<file path="src/rtl/demux_pkg.sv">
// Shared constants for the 1-to-4 stream demultiplexer.
// Channel count, select width and delivery-counter width.
package demux_pkg;
    localparam int NUM_CH = 4;
    localparam int SEL_W  = 2;
    localparam int CNT_W  = 8;
endpackage

</file>
<file path="src/rtl/demux_chan_buf.sv">
// One output channel: a single-entry data register, its valid flag
// and a wrapping count of words handed to the consumer.
module demux_chan_buf
    import demux_pkg::*;
#(
    parameter int WIDTH = 8
) (
    input  logic             clk,
    input  logic             rst,
    input  logic             i_load,
    input  logic [WIDTH-1:0] i_data,
    input  logic             i_ready,
    output logic             o_valid,
    output logic [WIDTH-1:0] o_data,
    output logic [CNT_W-1:0] o_count
);

    logic             r_valid;
    logic [WIDTH-1:0] r_data;
    logic [CNT_W-1:0] r_count;
    logic             w_take;

    assign w_take  = r_valid & i_ready;
    assign o_valid = r_valid;
    assign o_data  = r_data;
    assign o_count = r_count;

    // A load in the same cycle as a take keeps the channel full.
    always_ff @(posedge clk or posedge rst) begin
        if (rst) begin
            r_valid <= 1'b0;
            r_data  <= '0;
        end else if (i_load) begin
            r_valid <= 1'b1;
            r_data  <= i_data;
        end else if (w_take) begin
            r_valid <= 1'b0;
        end
    end

    always_ff @(posedge clk or posedge rst) begin
        if (rst) begin
            r_count <= '0;
        end else if (w_take) begin
            r_count <= r_count + 1'b1;
        end
    end

endmodule

</file>
<file path="src/rtl/demux_stream_1to4.sv">
// Routes a valid/ready input stream to one of four buffered outputs.
// Only the select decode and the input-ready logic live here.
module demux_stream_1to4
    import demux_pkg::*;
#(
    parameter int WIDTH = 8
) (
    input  logic              clk,
    input  logic              rst,
    input  logic              enable,
    input  logic [SEL_W-1:0]  select,
    input  logic              in_valid,
    input  logic [WIDTH-1:0]  in_data,
    output logic              in_ready,
    output logic [NUM_CH-1:0] out_valid,
    input  logic [NUM_CH-1:0] out_ready,
    output logic [WIDTH-1:0]  out_data0,
    output logic [WIDTH-1:0]  out_data1,
    output logic [WIDTH-1:0]  out_data2,
    output logic [WIDTH-1:0]  out_data3,
    output logic [CNT_W-1:0]  count0,
    output logic [CNT_W-1:0]  count1,
    output logic [CNT_W-1:0]  count2,
    output logic [CNT_W-1:0]  count3
);

    logic              w_sel_free;
    logic              w_xfer;
    logic [NUM_CH-1:0] w_load;
    logic [WIDTH-1:0]  w_data  [NUM_CH];
    logic [CNT_W-1:0]  w_count [NUM_CH];

    // Selected slot is free if empty or being drained this cycle.
    assign w_sel_free = ~out_valid[select] | out_ready[select];
    assign in_ready   = enable & ~rst & w_sel_free;
    assign w_xfer     = in_valid & in_ready;

    for (genvar k = 0; k < NUM_CH; k++) begin : g_ch
        assign w_load[k] = w_xfer & (select == SEL_W'(k));

        demux_chan_buf #(
            .WIDTH (WIDTH)
        ) u_buf (
            .clk     (clk),
            .rst     (rst),
            .i_load  (w_load[k]),
            .i_data  (in_data),
            .i_ready (out_ready[k]),
            .o_valid (out_valid[k]),
            .o_data  (w_data[k]),
            .o_count (w_count[k])
        );
    end

    assign out_data0 = w_data[0];
    assign out_data1 = w_data[1];
    assign out_data2 = w_data[2];
    assign out_data3 = w_data[3];
    assign count0    = w_count[0];
    assign count1    = w_count[1];
    assign count2    = w_count[2];
    assign count3    = w_count[3];

endmodule

</file>
<file path="config.mk">
export PLATFORM = sky130hd
export DESIGN_NAME = demux_stream_1to4
export DESIGN_NICKNAME = d
export VERILOG_FILES = /design/src/rtl/demux_pkg.sv /design/src/rtl/demux_chan_buf.sv /design/src/rtl/demux_stream_1to4.sv
export SDC_FILE = /design/constraint.sdc
export NUM_CORES = 1
export LEC_CHECK = 0
export BUFFER_PORTS_ARGS = -buffer_cell sky130_fd_sc_hd__buf_2
export CORE_ASPECT_RATIO = 2
export CORE_MARGIN = 5
export CORE_UTILIZATION = 40
export CTS_BUF_LIST = sky130_fd_sc_hd__clkbuf_8
export DETAILED_ROUTE_END_ITERATION = 6
export SLEW_MARGIN = 20
export SYNTH_ARGS = -nofsm -noshare
export SYNTH_HDL_FRONTEND = slang
export SYNTH_HIERARCHICAL = 1
export SYNTH_SLANG_ARGS = --single-unit
</file>
<file path="constraint.sdc">
create_clock -name clk -period 2.2 [get_ports clk]
set_input_delay 0.11 -clock clk [delete_from_list [all_inputs] [get_ports clk]]
set_output_delay 0.11 -clock clk [all_outputs]
set_load 0.02 [all_outputs]
</file>
Yosys cells after proc, flatten, opt, wreduce, memory -nomap -nowiden
Index checks and enable logic that the tools add are counted.
{ "op_classes": {"n_reduce_logical": 5, "n_addsub": 4, "bitwise": 14, "magnitude_cmp": 1, "n_mux": 12, "eq_ne": 3} }
{ "op_table": {"columns": ["cell", "count"], "rows": [
  ["8-bit by 1-bit adder with 8-bit output (second input constant)", 4],
  ["1-bit bitwise AND", 11],
  ["1-bit 2-to-1 mux", 10],
  ["2-bit nonzero test", 4],
  ["1-bit binary-select mux with 2-bit select", 2],
  ["2-bit equality test (second input constant)", 2],
  ["2-bit by 3-bit < comparator with 1-bit output (second input constant)", 1],
  ["2-bit by 1-bit equality test with 1-bit output (second input constant)", 1],
  ["2-bit zero test", 1],
  ["1-bit NOT", 2],
  ["1-bit bitwise OR", 1]
]} }
{ "totals": {"elab_cells": 51, "ff_bits": 68} }

Depth between registers and ports, before layout
{ "depth": {"ltp_word": 8, "mapped_depth": 5} }

Hierarchy
Netlist, hierarchy kept.
{ "modules_own_cells": {"columns": ["module", "cells_each", "area_per_inst_um2", "n_inst"], "rows": [
  ["demux_chan_buf", 50, 690.7, 4],
  ["demux_stream_1to4", 19, 117.6, 1]
]} }

Least setup slack after synthesis
No wires, ideal clock.
{ "synth_timing": {"kind": "reg2reg", "startpoint": "reg g_ch[0].u_buf.r_valid", "endpoint": "reg g_ch[0].u_buf.r_data[0]", "stages_incl_launch_ff": 5, "arrival_time_ns": 1.399, "slack_ns": 0.676, "t_required_ns": 2.075, "n_path_buf": 1, "cell_sequence": "dfrtp_1 nor2b_1 nor4b_1 buf_2 mux2_2"} }
{ "synth_via": {"elab_chain_cells": 7} }
{ "synth_lines": {"columns": ["item", "line_no", "rtl"], "rows": [
  ["start: declaration", "demux_chan_buf.sv:18", "logic r_valid;"],
  ["start signal: assignment", "demux_chan_buf.sv:31", "r_valid <= 1'b0;"],
  ["start signal: assignment", "demux_chan_buf.sv:34", "r_valid <= 1'b1;"],
  ["start signal: assignment", "demux_chan_buf.sv:37", "r_valid <= 1'b0;"],
  ["1-bit binary-select mux with 2-bit select", "demux_stream_1to4.sv:34", "assign w_sel_free = ~out_valid[select] | out_ready[select];"],
  ["1-bit 2-to-1 mux (implied by the code)", "demux_stream_1to4.sv:34", null],
  ["1-bit NOT", "demux_stream_1to4.sv:34", null],
  ["1-bit bitwise OR", "demux_stream_1to4.sv:34", null],
  ["1-bit bitwise AND", "demux_stream_1to4.sv:35", "assign in_ready = enable & ~rst & w_sel_free;"],
  ["1-bit bitwise AND", "demux_stream_1to4.sv:36", "assign w_xfer = in_valid & in_ready;"],
  ["1-bit bitwise AND", "demux_stream_1to4.sv:39", "assign w_load[k] = w_xfer & (select == SEL_W'(k));"],
  ["net w_load[0]", "demux_stream_1to4.sv:29", "logic [NUM_CH-1:0] w_load;"],
  ["end signal: assignment", "demux_chan_buf.sv:35", "r_data <= i_data;"],
  ["end: declaration", "demux_chan_buf.sv:19", "logic [WIDTH-1:0] r_data;"]
]} }
The timed path passes the listed nets, and every way through them passes these cells. The select of a mux whose other input is x is not followed.
A chain may end at the register's enable or synchronous reset.

Final worst setup path
{ "layout_timing": {"startpoint": "reg g_ch[0].u_buf.r_valid", "endpoint": "out in_ready"} }
{ "layout_via": {"elab_chain_cells": 5} }
{ "layout_lines": {"columns": ["item", "line_no", "rtl"], "rows": [
  ["1-bit binary-select mux with 2-bit select", "demux_stream_1to4.sv:34", null],
  ["1-bit 2-to-1 mux (implied by the code)", "demux_stream_1to4.sv:34", null],
  ["1-bit NOT", "demux_stream_1to4.sv:34", null],
  ["1-bit bitwise OR", "demux_stream_1to4.sv:34", null],
  ["1-bit bitwise AND", "demux_stream_1to4.sv:35", null],
  ["end: declaration", "demux_stream_1to4.sv:14", "output logic in_ready,"]
]} }
No other way between the ends. The select of a mux whose other input is x is not followed.

==> run_results.csv <==
group,metric,value,unit
run_status,status,"finished clean",
floorplan,core_area,6990,um^2
sta,fmax,0.590,GHz
sta,setup_tns,0,ns
floorplan,start_util,41.2,%
sta,fin_crit,1.69,ns
power_and_ir_drop,seqPwrFrac,49.0,%
setup_path,slowest_delay,0.40,ns
synthesis,syn_inst,219,
global_routing,first_global_vias,2156,
synthesis,ys_ff_latch,68,
setup_path,arrival,1.58,ns
sta,worstMarginPinSlew,0.720,ns
sta,rsz0062_at_grt,"false",
routing,ant_nets,0,
cts,cts_resized,0,
power_and_ir_drop,netSwitchingPower,1150,uW
cts,clockRootBuffer,"clkbuf_8",
cts,clock_sinks,68,
worst_hold_path,worstHoldPathCells,2,
cts,clock_path_buffers,2,
setup_path,crit_fanout,5,
power_and_ir_drop,comb_power_share,27.4,%
synthesis,yosysUniqueCellTypes,28,
finish,final_nets,336,
power_and_ir_drop,irDropWorstVdd,0.560,mV
global_routing,gr-usage-all-layers,15.6,%
floorplan,dieWidth,70,um
cts,cts.clk_slew.worst_paths,0.06,ns
setup_path,reg2regPathDepth,4,
finish,area_growth,24.4,%
cts,htreeDepth,3,
finish,n_antenna_cell,0,
setup_path,cp-start-kind,"flip-flop",
cts,numCtsBuffers,9,
routing,drc,0,
placement,dp_hpwl,4940,um
power_and_ir_drop,power,3410,uW
sta,final.setup_skew,0.00529,ns
sta,fin_crit_sh,77.0,%
global_routing,met1_usage,17.3,%
setup_path,critPathKind,"flip-flop to primary output",
placement,gp_congestion,0.769,
power_and_ir_drop,pwr-share-clk,23.6,%
global_routing,gr-usage-met3,5.01,%
routing,routed_via_density,4.88,
setup_path,crit_path_end_kind,"primary output",
placement,port_buffers,86,
sta,slew_headroom,52.0,%
power_and_ir_drop,power_density,953,nW/um^2
finish,final_cell_mix,"buf_2 (86), dfrtp_1 (68), mux2_2 (32), xor2_1 (16), nand2_1 (14)",
synthesis,avgSynthCellArea,13.2,um^2
cts,insertion_delay,0.34,ns
synthesis,syn_area,2880,um^2
routing,drtPass1Iterations,4,
synthesis,synth_nets,241,
cts,cts_tree,"done",
worst_hold_path,min_path_type,"input port to flip-flop",
cts,post-cts-setup-buffers,0,
global_routing,antenna_found_initial,0,
floorplan,ios,87,
routing,wl_per_cell,15.7,um
finish,drive_gt1_share,44.3,%
synthesis,ys_seq_area_share,59.1,%
power_and_ir_drop,p_leak,0.00197,uW
finish,layout_commonest_cell,"buf_2",
power_and_ir_drop,p_sw_share,33.7,%
routing,vias,1992,
setup_path,crit_path_cell_trace,"nor2b_1 -> a2111o_1 -> a21oi_1 -> buf_2",
sta,drv_slew,0,
setup_path,cpMaxStageDelayCell,"dfrtp_1",
global_routing,grt_pass1_wl,10900,um
job,cap_violations,0,
sta,hold_viol,0,
floorplan,dieHeight,130,um
floorplan,num_rows,43,
global_routing,grt_max_degree,18,
floorplan,dieArea,9100,um^2
routing,drt-initial-drc-count,39,
routing,wl,6390,um
sta,setup_viol,0,
global_routing,grt-ovfl-total,0,
global_routing,use_met2,26.7,%
power_and_ir_drop,cellInternalPower,2260,uW
global_routing,grt-busiest-layer,"met2",
setup_path,cp.required,2.09,ns
synthesis,ys_warn_count,6,
-- timing repair --
action / in CTS / in global routing
hold buffers: 1 / 0
endpoints found under the hold margin: 68 / 0
endpoints found under the setup margin: 0 / 0
-- metal layers --
layer,wire (um),vias up,share of wire (%)
met5,0,-,0
met4,174,0,2.7
met3,416,13,6.5
met2,3310,63,52
met1,2500,976,39
li1,-,940,-
-- final cells by class --
cell class	count	area [um^2]
Clock buffer	9	124
Fill cell	674	3410
Tap cell	90	113
Sequential cell	68	1700
Timing Repair Buffer	92	478
Clock inverter	6	26.3
Multi-Input combinational cell	133	1100
Inverter	10	37.5
-- kinds of logic (layout without fill, tap and decap cells) --
family,after synthesis,count (layout),synth area share [%]
DFF,68,68,59.1
and+or+nand+nor,57,57,11.1
AOI/OAI and AO/OA,8,8,1.95
muxes,36,36,14.6
buffers and inverters,18,117,3.04
xor gates and xnor gates,28,28,8.51
adders and majority gates,4,4,1.74
-- cells in the mapped netlist --
master    instances  area (um^2)
a2111o_1          1         11.3
buf_2             4         20.0
xnor2_1          12          105
and4_1            4         35.0
nor2_1            6         22.5
mux2_4            4         60.1
xor2_1           16          140
nor2b_1           2         12.5
inv_1            10         37.5
a21oi_1           1         5.00
nor3_1            5         25.0
nand4_1           4         25.0
a21o_1            4         30.0
nand2_1          14         52.6
and2_1            4         25.0
o21ai_0           2         10.0
and3_1            8         50.1
and3b_1           1         8.76
dfrtp_1          68         1700
nand3_1           4         20.0
nor3b_1           1         7.51
nand2b_1          1         6.26
mux2_2           32          360
buf_4             4         30.0
ha_1              4         50.1
nand3b_1          1         7.51
and4bb_1          1         12.5
nor4b_1           1         8.76
-- worst max-delay path: cells and delay by family, from the launching register on --
kind	cells	cell delay, ns
AND/OR/NAND/NOR	1	0.17
buffers and inverters	1	0.19
flip-flops	1	0.40
AO/OA/AOI/OAI	2	0.49
-- worst paths after layout --
kind,startpoint,to,slack (ns)
max,g_ch[0].u_buf/o_valid,in_ready,0.51
max in group asynchronous,rst,g_ch[3].u_buf/o_count[7],1.28
min,in_data[7],g_ch[2].u_buf/o_data[7],0.04
min reg2reg,g_ch[1].u_buf/o_count[7],g_ch[1].u_buf/o_count[7],0.46
min in group asynchronous,rst,g_ch[0].u_buf/o_data[4],0.46
max reg2reg,g_ch[0].u_buf/o_valid,g_ch[0].u_buf/o_data[2],0.74
-- flip-flops by register name, indices dropped and copies added, names as in the netlist --
register and flops:
g_ch.u_buf/o_count 32, g_ch.u_buf/o_data 32, g_ch.u_buf/o_valid 4
-- power groups by stage --
stage	Clock, uW	Combinational, uW	Sequential (uW)
after floorplan	0	302	1970
after global placement	0	938	1690
after detailed placement	0	956	1700
after CTS	844	960	1680
after global routing	907	1020	1710
final	805	936	1670
-- stage by stage --
stage          util, %  cell area (um^2)  std cells  setup slack (ns)  hold slack [ns]
3_5_place_dp      48.9              3420        392             0.712            0.302
3_3_place_gp      48.9              3420        392             0.763            0.284
5_1_grt           51.2              3580        408             0.354           0.0321
4_1_cts           51.2              3580        408             0.480           0.0195
2_1_floorplan        -              2880        219             0.676           0.0361
6_report          51.2              3580        408             0.505           0.0424
Power figures use the tool's default switching activity.
